## config.mk

```make
export PLATFORM = sky130hd
export DESIGN_NAME = mem_stream_reader
export DESIGN_NICKNAME = d
export VERILOG_FILES = /design/src/rtl/mem_stream_reader.sv
export SDC_FILE = /design/constraint.sdc
export NUM_CORES = 1
export LEC_CHECK = 0
export CAP_MARGIN = 20
export CELL_PAD_IN_SITES_DETAIL_PLACEMENT = 0
export CELL_PAD_IN_SITES_GLOBAL_PLACEMENT = 1
export CORE_UTILIZATION = 35
export DETAILED_ROUTE_END_ITERATION = 6
export GPL_ROUTABILITY_DRIVEN = 1
export PLACE_DENSITY_LB_ADDON = 0.1
export SKIP_CTS_REPAIR_TIMING = 1
export SYNTH_ARGS = -nofsm -noshare
export SYNTH_HDL_FRONTEND = slang
export SYNTH_SLANG_ARGS = --single-unit
```

## constraint.sdc

```tcl
create_clock -name clk -period 2.7 [get_ports clk]
set_clock_uncertainty 0.2 [all_clocks]
set_input_delay 0.54 -clock clk [delete_from_list [all_inputs] [get_ports clk]]
set_output_delay 0.54 -clock clk [all_outputs]
set_load 0.05 [all_outputs]
```

## src/rtl/mem_stream_reader.sv

```systemverilog
// Streams a block of words out of a synchronous-read memory onto a valid/ready port.
// A 2-entry in-order buffer with a bypass for the word arriving this cycle keeps one word per cycle.
module mem_stream_reader #(
  parameter int ADDR_WIDTH = 11,
  parameter int DATA_WIDTH = 8
) (
  input  logic                  clk,
  input  logic                  rst,
  input  logic                  start,
  input  logic [ADDR_WIDTH-1:0] base_addr,
  input  logic [ADDR_WIDTH:0]   length,
  output logic [ADDR_WIDTH-1:0] mem_r_addr,
  output logic                  mem_r_en,
  input  logic [DATA_WIDTH-1:0] mem_dout,
  output logic [DATA_WIDTH-1:0] out_data,
  output logic                  out_valid,
  input  logic                  out_ready,
  output logic                  busy,
  output logic                  done
);

  typedef enum logic [1:0] {
    IDLE   = 2'd0,
    RUN    = 2'd1,
    FINISH = 2'd2
  } state_t;

  localparam logic [ADDR_WIDTH:0]   CNT_ZERO = {(ADDR_WIDTH+1){1'b0}};
  localparam logic [ADDR_WIDTH:0]   CNT_ONE  = {{ADDR_WIDTH{1'b0}}, 1'b1};
  localparam logic [ADDR_WIDTH-1:0] ADDR_ONE = {{(ADDR_WIDTH-1){1'b0}}, 1'b1};

  state_t                state_q, state_d;
  logic [ADDR_WIDTH-1:0] addr_q, addr_d;
  logic [ADDR_WIDTH:0]   reads_left_q, reads_left_d;
  logic [ADDR_WIDTH:0]   words_left_q, words_left_d;
  logic                  inflight_q;
  logic [1:0]            count_q, count_d;
  logic [DATA_WIDTH-1:0] buf0_q, buf0_d;
  logic [DATA_WIDTH-1:0] buf1_q, buf1_d;
  logic                  busy_q;
  logic                  done_q;

  logic                  pop_s;
  logic                  rd_en_s;
  logic [2:0]            level_s;

  // The word returning from memory this cycle is visible immediately when the buffer is empty.
  assign out_valid  = (count_q != 2'd0) | inflight_q;
  assign pop_s      = out_valid & out_ready;
  assign level_s    = {1'b0, count_q} + {2'b00, inflight_q} - {2'b00, pop_s};
  assign rd_en_s    = (state_q == RUN) && (reads_left_q != CNT_ZERO) && (level_s < 3'd2);
  assign mem_r_en   = rd_en_s;
  assign mem_r_addr = addr_q;
  assign busy       = busy_q;
  assign done       = done_q;

  // Head of the stream: oldest buffered word, else the bypassed memory word, else zero.
  always_comb begin
    out_data = {DATA_WIDTH{1'b0}};
    if (count_q != 2'd0) begin
      out_data = buf0_q;
    end else if (inflight_q) begin
      out_data = mem_dout;
    end else begin
      out_data = {DATA_WIDTH{1'b0}};
    end
  end

  // Buffer next state: buf0 is always the oldest entry, buf1 the younger one.
  always_comb begin
    buf0_d  = buf0_q;
    buf1_d  = buf1_q;
    count_d = level_s[1:0];
    case (count_q)
      2'd0: begin
        if (inflight_q && !pop_s) begin
          buf0_d = mem_dout;
        end else begin
          buf0_d = buf0_q;
        end
      end
      2'd1: begin
        if (pop_s && inflight_q) begin
          buf0_d = mem_dout;
        end else if (!pop_s && inflight_q) begin
          buf1_d = mem_dout;
        end else begin
          buf0_d = buf0_q;
        end
      end
      2'd2: begin
        if (pop_s) begin
          buf0_d = buf1_q;
        end else begin
          buf0_d = buf0_q;
        end
      end
      default: begin
        count_d = 2'd0;
      end
    endcase
  end

  // Control next state: read issue, word accounting and the IDLE/RUN/FINISH sequence.
  always_comb begin
    state_d      = state_q;
    addr_d       = addr_q;
    reads_left_d = reads_left_q;
    words_left_d = words_left_q;
    case (state_q)
      IDLE: begin
        if (start) begin
          state_d      = RUN;
          addr_d       = base_addr;
          reads_left_d = length;
          words_left_d = length;
        end else begin
          state_d = IDLE;
        end
      end
      RUN: begin
        if (rd_en_s) begin
          addr_d       = addr_q + ADDR_ONE;
          reads_left_d = reads_left_q - CNT_ONE;
        end else begin
          addr_d = addr_q;
        end
        if (pop_s) begin
          words_left_d = words_left_q - CNT_ONE;
        end else begin
          words_left_d = words_left_q;
        end
        // A zero-length transfer passes through RUN for one cycle without reading.
        if ((words_left_q == CNT_ZERO) || ((words_left_q == CNT_ONE) && pop_s)) begin
          state_d = FINISH;
        end else begin
          state_d = RUN;
        end
      end
      FINISH: begin
        state_d = IDLE;
      end
      default: begin
        state_d = IDLE;
      end
    endcase
  end

  // State registers; busy and done are registered copies of the next state.
  always_ff @(posedge clk) begin
    if (rst) begin
      state_q      <= IDLE;
      addr_q       <= {ADDR_WIDTH{1'b0}};
      reads_left_q <= CNT_ZERO;
      words_left_q <= CNT_ZERO;
      inflight_q   <= 1'b0;
      count_q      <= 2'd0;
      buf0_q       <= {DATA_WIDTH{1'b0}};
      buf1_q       <= {DATA_WIDTH{1'b0}};
      busy_q       <= 1'b0;
      done_q       <= 1'b0;
    end else begin
      state_q      <= state_d;
      addr_q       <= addr_d;
      reads_left_q <= reads_left_d;
      words_left_q <= words_left_d;
      inflight_q   <= rd_en_s;
      count_q      <= count_d;
      buf0_q       <= buf0_d;
      buf1_q       <= buf1_d;
      busy_q       <= (state_d != IDLE);
      done_q       <= (state_d == FINISH);
    end
  end

endmodule

```

# Word-level counts from Yosys, hierarchy flattened

Index checks and enable logic that the tools add are counted.
W data, S select, Z words.

Register bits after elaboration: 58
Input bits: 35
Output and inout bits: 23
Word-level logic and storage cells: 69

Muxes and demuxes: 17
Reduce and logical (&&, ||, !) cells: 21
Equality and inequality tests: 11
Bitwise operators: 4
Magnitude comparators: 1
$add $sub $neg: 5

Operators by type and width:

| kind                    | number |
|---|---|
| $pmux W12 S2            | 2 |
| $mux W8                 | 5 |
| $mux W12                | 3 |
| $pmux W8 S3             | 1 |
| $sub A12 B1 Y12 const B | 2 |
| $mux W11                | 2 |
| $pmux W11 S2            | 1 |
| $eq A12 B1 Y1 const B   | 1 |
| $logic_not A12 Y1       | 1 |
| $ne A2 B2 Y1 const B    | 6 |
| $reduce_bool A12 Y1     | 1 |
| $add A11 B1 Y11 const B | 1 |
| $reduce_and A3 Y1       | 3 |
| $reduce_bool A2 Y1      | 3 |
| $logic_and A1 B1 Y1     | 5 |
| $eq A2 B1 Y1 const B    | 2 |
| $eq A2 B2 Y1 const B    | 2 |
| $logic_not A2 Y1        | 2 |
| $pmux W2 S2             | 1 |
| $reduce_and A4 Y1       | 1 |
| $add A2 B1 Y3           | 1 |
| $lt A3 B2 Y1 const B    | 1 |
| $reduce_bool A3 Y1      | 1 |
| $reduce_or A3 Y1        | 1 |
| other kinds (9)         | 10 |

# Longest topological paths before layout

Gate-level depths: netlist of run 1.

Depth in word-level cells: 8
Mapped depth: 11
Gate-level depth less buffers: 9

# Least setup slack after synthesis of run 1

Ideal clock, no wire load.

Kind: register -> output
Start: register count_q[1]
End: output mem_r_en
Path slack: -1263 ps
Buffers on the path: 1
Stages on the path, launching flop included: 9
Required time: 1960 ps
Data arrival time: 3223 ps
Cells stage by stage: dfxtp_1 > buf_2 > o31a_1 > nand2b_1 > nand2_1 > ha_1 > fa_1 > xnor2_1 > nor4_1

Longest elaborated chain between the ends: 6
Elaborated cells on any way between the ends: 7
Classes of those cells: add/sub (2); order compare (1); bitwise (2); reduce/logical (2)

RTL lines:

| element                 | RTL line | source |
|---|---|---|
| from (decl)             | 37       | `logic [1:0] count_q, count_d;` |
| from (signal assigned)  | 168      | `count_q <= count_d;` |
| $reduce_bool A2 Y1      | 48       | `assign out_valid = (count_q != 2'd0) \| inflight_q;` |
| $or A1 B1 Y1            | 48       |  |
| $and A1 B1 Y1           | 49       | `assign pop_s = out_valid & out_ready;` |
| $sub A3 B1 Y3 (*)       | 50       | `assign level_s = {1'b0, count_q} + {2'b00, inflight_q} - {2'b00, pop_s};` |
| $lt A3 B2 Y1 (*)        | 51       | `assign rd_en_s = (state_q == RUN) && (reads_left_q != CNT_ZERO) && (level_s < 3'd2);` |
| $logic_and A1 B1 Y1 (*) | 51       |  |
| to (decl)               | 13       | `output logic mem_r_en,` |

Mark *: on every way between the ends. The rest lies on a longest branch, timed or not.

# Worst setup path after layout of run 1

Start: register inflight_q
End: output mem_r_en

Longest elaborated chain between the ends: 5
Elaborated cells on any way between the ends: 6
Classes of those cells: add/sub (2); order compare (1); bitwise (2); reduce/logical (1)

RTL lines:

| element                                               | RTL line | source |
|---|---|---|
| from (decl)                                           | 36       | `logic inflight_q;` |
| from (signal assigned)                                | 167      | `inflight_q <= rd_en_s;` |
| branches (longest 2 deep; another with $add A2 B1 Y3) | --       |  |
| $sub A3 B1 Y3 (*)                                     | 50       |  |
| $lt A3 B2 Y1 (*)                                      | 51       |  |
| $logic_and A1 B1 Y1 (*)                               | 51       |  |

Mark *: on every way between the ends.

==> out/qor.txt, run 1 <==
Final Instance Count excl. Fillers: 618
Critical path required time: 1.96 ns
Fill cells: 866
Worst-Margin Slew: 1.28 ns
Clk sink count: 58
Layout area overhead: 50.5%
GR peak layer: met2
Top cells by count, synth: dfxtp_1 (58), nand2_1 (38), nor2_1 (33)
CTS tree: yes
Worst setup path start: inflight_q$_SDFF_PP0_
CTS Root Cell: clkbuf_8
Violated checks: negative setup slack
Pre-Repair DR Iteration Count: 4
FF+latch area: 1160 µm²
Setup ws final: -0.397 ns
Post-synthesis sequential area ratio: 0.348
Tot Pwr: 5.54 mW
Crit. End Element: output pin
Run status: complete, but fails checks
#FFs+latches synth: 58
Num CTS Buffers: 9
Hold Crit Class: register to register
Max Buffers Root-to-Sink: 2
H-tree levels: 3
IO Pins: 58
Final ANT Viol Nets: 0
Leading area contributor after synthesis: dfxtp_1
Dpl hpwl: 6.80 mm
Met3 Use GR: 0.0316
Arr. time, crit path: 2.36 ns
Synthesized netlist cell count: 407
Multi-input logic area: 2390 µm²
GP Congestion: 0.768
Die Width: 99.6 µm
Vias per cell: 5.53
DR DRC count: 0
Worst-path fanout max: 2
Antenna Cells: 0
Synth unique cells: 54
Top cells by area, synth: dfxtp_1 (35%), mux2i_1 (4.8%), nand2_1 (4.3%)
IO Port Bufs: 57
RSZ-0062 raised after global routing: yes
Synth top area share: 0.348
CP bufs+invs: 1
Critical path class: register to output pin
Crit-path cells: o31a_1 -> nand2b_1 -> nand2_1 -> ha_2 -> fa_2 -> xnor2_4 -> nor4_4 -> buf_12
R2r startpoint: inflight_q$_SDFF_PP0_
Routed WL: 10.4 mm
Cell Area, Synth: 3330 µm²
Syn Nets: 450
Initial core utilization: 0.361
# rows: 35
Leak pwr: 1.81 nW
Final Net Count: 527
Worst VDD drop: 0.405 mV
First-pass GRT wire length: 16.3 mm
Clock latency on the worst-skew pair: 0.34 ns
Dominant register cell in the synthesized netlist: dfxtp_1
Endpoints failing hold: 0
Drt initial violations: 124
Syn. warnings: 0
Hold Startpoint: buf1_q[6]$_SDFFE_PP0P_
GRT overflow: 0
Number of global-route vias before repair: 3284
Most frequent cell after synthesis: dfxtp_1
Largest net degree at the start of global routing: 42
CP Launch Type: register
Relative max-transition margin: 0.145
GR Util met2: 0.343
GRT Total Usage: 0.207
Max Cap Viol: 0
Final setup viols: 24
Routed len/inst: 16.9 µm
Die area: 9920 µm²
Final min period: 3.10 ns
Syn_area_per_cell: 8.19 µm²
Slowest stage cell, crit path: fa_2
Layout cells sized above 1: 0.233
GR Layer Usage met1: 0.277
Fin. max-slew vios: 0
Fin crit share: 1.15
PD cells: 1100 nW/µm²
F_max: 323 MHz
Async SR Flop Fraction: 0
Worst slack, placed: -0.681 ns
Slowest stage delay, CP: 0.38 ns
Vias: 3420
Initial antenna violation count: 0
Core Area: 9240 µm²
EDFF count, synth: 0
CTS clk-pin slew, worst paths: 0.07 ns
Placed instance count: 595
Die Ht: 99.6 µm
Delay-heaviest family, CP: adder cells
==> worst register-to-register path, stage by stage, from the launching register on <==
cell	delay, ns
dfxtp_2	0.32
o31a_1	0.31
nand2b_1	0.10
nand2_1	0.07
ha_2	0.17
fa_2	0.38
xnor2_4	0.15
buf_4	0.13
o31a_1	0.38
or2_4	0.34
buf_12	0.15
o221a_1	0.23
==> per-layer routing <==
layer / share of wire / vias to the layer above
met4: 0.010 / 0
met2: 0.49 / 71
met3: 0.032 / 9
li1: - / 1685
met5: 0 / -
met1: 0.46 / 1655
==> cell usage in the layout (no fill, tap or decap), drive strengths merged, types with 3 or more instances in the layout <==
master	instances
o32ai	5
or4	4
ha	7
o311ai	14
dfxtp	58
nor2	33
inv	14
o21a	3
o211ai	4
a32oi	3
nor3b	7
nand4	4
o31a	6
mux2i	16
clkbuf	13
nand2	38
a31oi	11
nor4	6
nand2b	6
o31ai	16
a21o	4
a21oi	26
clkdlybuf4s50	45
o21ai	17
a211oi	15
and2	8
nor3	13
a21boi	4
a41oi	3
buf	48
nand3	8
==> kinds of logic (layout without fill, tap and decap cells) <==
kind of cell | Yosys count | count (layout) | share of synthesized area
simple gates | 139 | 139 | 0.217
fa+ha+maj | 8 | 8 | 0.0323
buf+inv | 45 | 127 | 0.0548
mux | 17 | 17 | 0.0514
flops | 58 | 58 | 0.348
xor+xnor | 2 | 2 | 0.00526
compound gates | 138 | 138 | 0.291
==> cell type report <==
type                            instances  area share
Clock buffer                           11      0.0282
Timing Repair Buffer                   97       0.206
Multi-Input combinational cell        304       0.476
Inverter                               14      0.0105
Sequential cell                        58       0.232
Clock inverter                          5      0.0155
Tap cell                              129      0.0322
==> worst paths after layout <==
| kind | endpoint | slack, ns | depth (start not counted) |
|---|---|---|---|
| setup / recovery | mem_r_en | -0.40 | 8 |
| hold / removal | buf1_q[6]$_SDFFE_PP0P_ | 0.29 | 2 |
| setup reg to reg | mem_r_addr[4]$_SDFFE_PP0P_ | -0.35 | 11 |
| hold reg to reg | buf1_q[6]$_SDFFE_PP0P_ | 0.29 | 2 |
==> through the flow <==
step	setup TNS, ns	area [µm²]	utilization	hold slack, ns
floorplan	-2.71	3430	-	0.249
global placement	-12.98	4350	0.470	0.271
detailed placement	-14.19	4350	0.470	0.281
CTS	-6.24	4560	0.494	0.297
global route	-9.01	5020	0.543	0.323
finish	-6.40	5020	0.543	0.291
==> sequential cells by signal (all words and copies together) (netlist names) <==
name / cells
count_q: 2
words_left_q: 12
inflight_q: 1
state_q: 2
done: 1
busy: 1
reads_left_q: 12
buf0_q: 8
mem_r_addr: 11
buf1_q: 8
==> where the power goes <==
part / internal (mW) / total, mW / switching [mW]
Clock: 0.542 / 0.912 / 0.370
Combinational: 1.40 / 3.28 / 1.88
Sequential: 1.09 / 1.35 / 0.260
No activity file was read; power rests on OpenSTA's default activity.
==> inputs of run 2 (changes only) <==
Settings changed: GPL_ROUTABILITY_DRIVEN 1 to 0, SETUP_SLACK_MARGIN set to 0.05, SLEW_MARGIN set to 20.
==> out/qor.txt, run 2 (synthesis results as in run 1) <==
Hold Path Sink: reads_left_q[11]$_SDFFE_PP0P_
Layout cells sized above 1: 0.216
Fin util: 0.518
Tot Pwr: 5.14 mW
Number of global-route vias before repair: 3204
CP Launch Type: register
Die area: 9920 µm²
Critical path required time: 1.96 ns
GRT overflow: 0
CTS tree: yes
Most frequent cells in the layout: dfxtp_1 (56), clkdlybuf4s50_1 (45), nand2_1 (38), nor2_1 (33), buf_4 (28)
Placed instance count: 595
Reg2reg end: mem_r_addr[9]$_SDFFE_PP0P_
Max Buffers Root-to-Sink: 2
Vias: 3338
CTS Root Cell: clkbuf_8
Clk sink count: 58
Drt initial violations: 162
Worst VDD drop: 0.431 mV
Arr. time, crit path: 2.34 ns
Final Net Count: 524
Final setup viols: 24
Dpl hpwl: 6.81 mm
IO Port Bufs: 57
Core Area: 9240 µm²
F_max: 324 MHz
Initial core utilization: 0.361
Run status: complete, but fails checks
DR DRC count: 0
Num CTS Buffers: 9
GRT Total Usage: 0.207
Hold depth: 2
Crit. End Element: output pin
Crit-path cells: o31a_1 -> nand2b_1 -> nand2_1 -> ha_2 -> fa_2 -> xnor2_2 -> nor4_4 -> buf_12
Endpoints failing hold: 0
Routed len/inst: 16.1 µm
Antenna Cells: 0
Clock latency on the worst-skew pair: 0.33 ns
# rows: 35
Pre-Repair DR Iteration Count: 4
Max Cap Viol: 0
Die Ht: 99.6 µm
Fill cells: 884
IO Pins: 58
Worst-Margin Slew: 0.579 ns
Final ANT Viol Nets: 0
H-tree levels: 3
CTS clk-pin slew, worst paths: 0.07 ns
Final min period: 3.08 ns
Largest net degree at the start of global routing: 59
Worst setup path start: count_q[0]$_SDFF_PP0_
Routed WL: 9.90 mm
Slowest stage cell, crit path: fa_2
Violated checks: negative setup slack
Leak pwr: 1.75 nW
Fin crit share: 1.14
Worst-path fanout max: 2
Most common cell after layout, fill and taps aside: dfxtp_1
Die Width: 99.6 µm
R2r setup slk: -0.30 ns
Critical path class: register to output pin
Reg2Reg Depth: 11
Initial antenna violation count: 0
Slowest stage delay, CP: 0.37 ns
First-pass GRT wire length: 16.3 mm
PD cells: 1070 nW/µm²
Final Instance Count excl. Fillers: 615
Fin. max-slew vios: 0
Setup ws final: -0.385 ns
Relative max-transition margin: 0.614
RSZ-0062 raised after global routing: yes
Hold Crit Class: register to register
Layout area overhead: 43.7%
Hold Startpoint: reads_left_q[11]$_SDFFE_PP0P_
R2r startpoint: count_q[0]$_SDFF_PP0_
Vias per cell: 5.43
-- run 2: cell count changes in the layout (fill, tap and decap cells not counted), moves of 2 or more --
cell,delta
o21ai_0,-6
o31ai_1,+2
buf_6,+4
o311ai_1,+4
clkbuf_16,-2
buf_4,-4
o311ai_2,+2
o311ai_4,-6
o21ai_1,+6
o31ai_2,+3
o31ai_4,-5
-- run 2: worst max-delay path, delay by kind of cell (launching register included) --
| kind | cells | cell delay, ns |
|---|---|---|
| AOI/OAI and AO/OA | 1 | 0.30 |
| xor gates and xnor gates | 1 | 0.17 |
| buffers and inverters | 1 | 0.18 |
| adders and majority gates | 2 | 0.55 |
| and+or+nand+nor | 3 | 0.49 |
| DFF | 1 | 0.32 |
-- run 2: area by class of cell --
| cell class | count | area [µm²] | area share |
|---|---|---|---|
| Clock buffer | 11 | 131 | 0.0274 |
| Clock inverter | 5 | 55.1 | 0.0115 |
| Inverter | 14 | 52.6 | 0.0110 |
| Multi-Input combinational cell | 304 | 2230 | 0.466 |
| Sequential cell | 58 | 1160 | 0.243 |
| Tap cell | 129 | 161 | 0.0337 |
| Timing Repair Buffer | 94 | 993 | 0.207 |
-- run 2: stage by stage --
step	area (µm²)	hold WS, ns	setup WS, ns	TNS [ns]
after floorplan	3430	0.249	-0.315	-2.72
after global placement	4360	0.272	-0.649	-15.07
after detailed placement	4360	0.272	-0.735	-16.79
after CTS	4540	0.282	-0.679	-8.81
after global routing	4790	0.312	-0.493	-9.02
final	4790	0.279	-0.385	-6.38
-- run 2: how the worst max path moves through the flow --
stage | endpoint | depth (start not counted)
CTS | mem_r_en | 8
finish | mem_r_en | 8
detailed placement | reads_left_q[8]$_SDFFE_PP0P_ | 10
floorplan | mem_r_en | 8
global placement | reads_left_q[10]$_SDFFE_PP0P_ | 10
global route | mem_r_en | 8
-- run 2: where the power goes --
group / internal [mW] / total, mW / switching [mW]
combinational: 1.29 / 3.02 / 1.73
sequential: 1.09 / 1.34 / 0.251
clock: 0.424 / 0.787 / 0.363
total: 2.80 / 5.14 / 2.35
-- run 2: routing by layer --
layer  global-route usage  vias up  routed length [µm]
met5                    0        -                   0
met4               0.0645        0                  91
met3               0.0281        9                 298
met2                0.337       62                4650
met1                0.284     1577                4850
li1                     -     1690                   -
==> inputs of run 3 (changes only) <==
Settings changed: ABC_AREA set to 1, CORE_ASPECT_RATIO set to 0.75, CORE_UTILIZATION 35 to 34.
==> out/qor.txt, run 3 <==
Final Net Count: 654
Pre-Repair DR Iteration Count: 5
Fill cells: 1019
Critical path required time: 1.96 ns
Total negative slack: -0.301 ns
Number of global-route vias before repair: 3323
Crit. End Element: output pin
Hold Startpoint: buf1_q[2]$_SDFFE_PP0P_
Vias per cell: 4.81
Endpoints failing hold: 0
Syn_area_per_cell: 6.41 µm²
Leak pwr: 2.00 nW
Worst VDD drop: 0.322 mV
Die Ht: 89.1 µm
Initial core utilization: 0.354
#FFs+latches synth: 58
Post-synthesis sequential area ratio: 0.337
Setup ws final: -0.301 ns
Most common cell after layout, fill and taps aside: nand2_1
Routed len/inst: 13.2 µm
Clock latency on the worst-skew pair: 0.33 ns
Reg2reg end: reads_left_q[11]$_SDFFE_PP0P_
First-pass GRT wire length: 16.4 mm
# rows: 31
Run status: complete, but fails checks
Vias: 3593
Reg2Reg Depth: 16
Violated checks: negative setup slack
DR DRC count: 0
Most frequent cells in the layout: nand2_1 (137), nor2_1 (68), dfxtp_1 (56), o21ai_0 (46), clkdlybuf4s50_1 (46)
Hold Crit Class: register to register
R2r setup slk: 0.15 ns
Hold Path Sink: buf1_q[2]$_SDFFE_PP0P_
Clk sink count: 58
IO Pins: 58
Core Area: 9740 µm²
Fin util: 0.483
R2r startpoint: count_q[0]$_SDFF_PP0_
Final min period: 3.00 ns
Cell Area, Synth: 3440 µm²
Hold depth: 2
Synthesized netlist cell count: 537
Minimum hold slack: 0.261 ns
CP Launch Type: primary input
F_max: 333 MHz
GRT Total Usage: 0.199
Routed WL: 9.87 mm
Max Cap Viol: 0
Fin. max-slew vios: 0
PD cells: 1070 nW/µm²
Dpl hpwl: 7.01 mm
Layout area overhead: 36.8%
Worst-Margin Slew: 0.506 ns
Synth unique cells: 38
Arr. time, crit path: 2.26 ns
CTS clk-pin slew, worst paths: 0.05 ns
Top cells by area, synth: dfxtp_1 (34%), nand2_1 (15%), nor2_1 (7.4%)
Final setup viols: 1
Final ANT Viol Nets: 0
H-tree levels: 3
Worst-path fanout max: 3
Die area: 10500 µm²
RSZ-0062 raised after global routing: yes
CTS tree: yes
Largest net degree at the start of global routing: 42
Syn. warnings: 0
Die Width: 118 µm
IO Port Bufs: 57
Initial antenna violation count: 0
Syn Nets: 580
Top cells by count, synth: nand2_1 (137), nor2_1 (68), dfxtp_1 (58)
GRT overflow: 0
Relative max-transition margin: 0.662
Fin crit share: 1.11
Drt initial violations: 279
Max Buffers Root-to-Sink: 2
Async SR Flop Fraction: 0
Leading area contributor after synthesis: dfxtp_1
Synth top area share: 0.337
Antenna Cells: 0
EDFF count, synth: 0
Most frequent cell after synthesis: nand2_1
Layout cells sized above 1: 0.141
CTS Root Cell: clkbuf_16
Dominant register cell in the synthesized netlist: dfxtp_1
Num CTS Buffers: 9
Critical path class: primary input to output pin
run 3: cell types whose count changed after synthesis, moves of 20 or more:
cell / before / now
nand3_1: 8 / 45
nor2_1: 33 / 68
nand2_1: 38 / 137
inv_1: 14 / 43
o21ai_1: 0 / 20
o21ai_0: 17 / 47
run 3: how the worst max path moves through the flow:
stage | cells after the start | slack [ns] | from | to
2_1_floorplan | 11 | -0.05 | out_ready | mem_r_en
4_1_cts | 13 | -0.74 | out_ready | mem_r_en
6_report | 13 | -0.30 | out_ready | mem_r_en
3_5_place_dp | 13 | -0.72 | out_ready | mem_r_en
5_1_grt | 13 | -0.38 | out_ready | mem_r_en
3_3_place_gp | 13 | -0.67 | out_ready | mem_r_en
run 3: logic make-up after synthesis:
kind of cell    synth area share
compound gates             0.196
simple gates               0.339
fa+ha+maj                 0.0313
buf+inv                   0.0916
xor+xnor                 0.00509
flops                      0.337
run 3: area by class of cell:
type	instances	area (µm²)	area share
tap	132	165	0.0351
multi-input combinational	408	1990	0.423
sequential	58	1170	0.248
timing repair buffer	86	891	0.189
inverter	48	190	0.0404
clock buffer	13	270	0.0574
clock inverter	2	35.0	0.00744
run 3: worst max-delay path, cell delays in order:
cell	delay, ns
buf_2	0.12
clkinvlp_4	0.12
a21oi_2	0.13
nand2_1	0.08
nand2_1	0.07
ha_2	0.17
fa_1	0.41
inv_1	0.08
nand2_1	0.06
nor2_2	0.16
nand2_2	0.10
clkinvlp_4	0.09
buf_12	0.13
run 3: routing by layer:
metal  vias up  track usage  part of all wire
li1       1905            -                 -
met1      1600        0.271              0.52
met2        75        0.310              0.42
met3        13       0.0466             0.046
met4         0       0.0676             0.012
met5         -            0                 0
run 3: per-stage QoR:
step / worst slack, ns / instance area [µm²] / std cells / power, mW
after floorplan: -0.0540 / 3460 / 537 / 2.94
after global placement: -0.665 / 4340 / 727 / 3.77
after detailed placement: -0.722 / 4340 / 727 / 3.79
after CTS: -0.738 / 4640 / 742 / 5.00
after global routing: -0.380 / 4710 / 747 / 5.42
final: -0.301 / 4710 / 747 / 5.04
run 3: power by group:
| part | leakage [nW] | internal [mW] | switching (mW) | total, mW |
|---|---|---|---|---|
| sequential | 0.478 | 1.08 | 0.203 | 1.28 |
| clock | 0.152 | 0.782 | 0.393 | 1.18 |
| combinational | 1.37 | 1.01 | 1.57 | 2.58 |
| total | 2.00 | 2.87 | 2.17 | 5.04 |
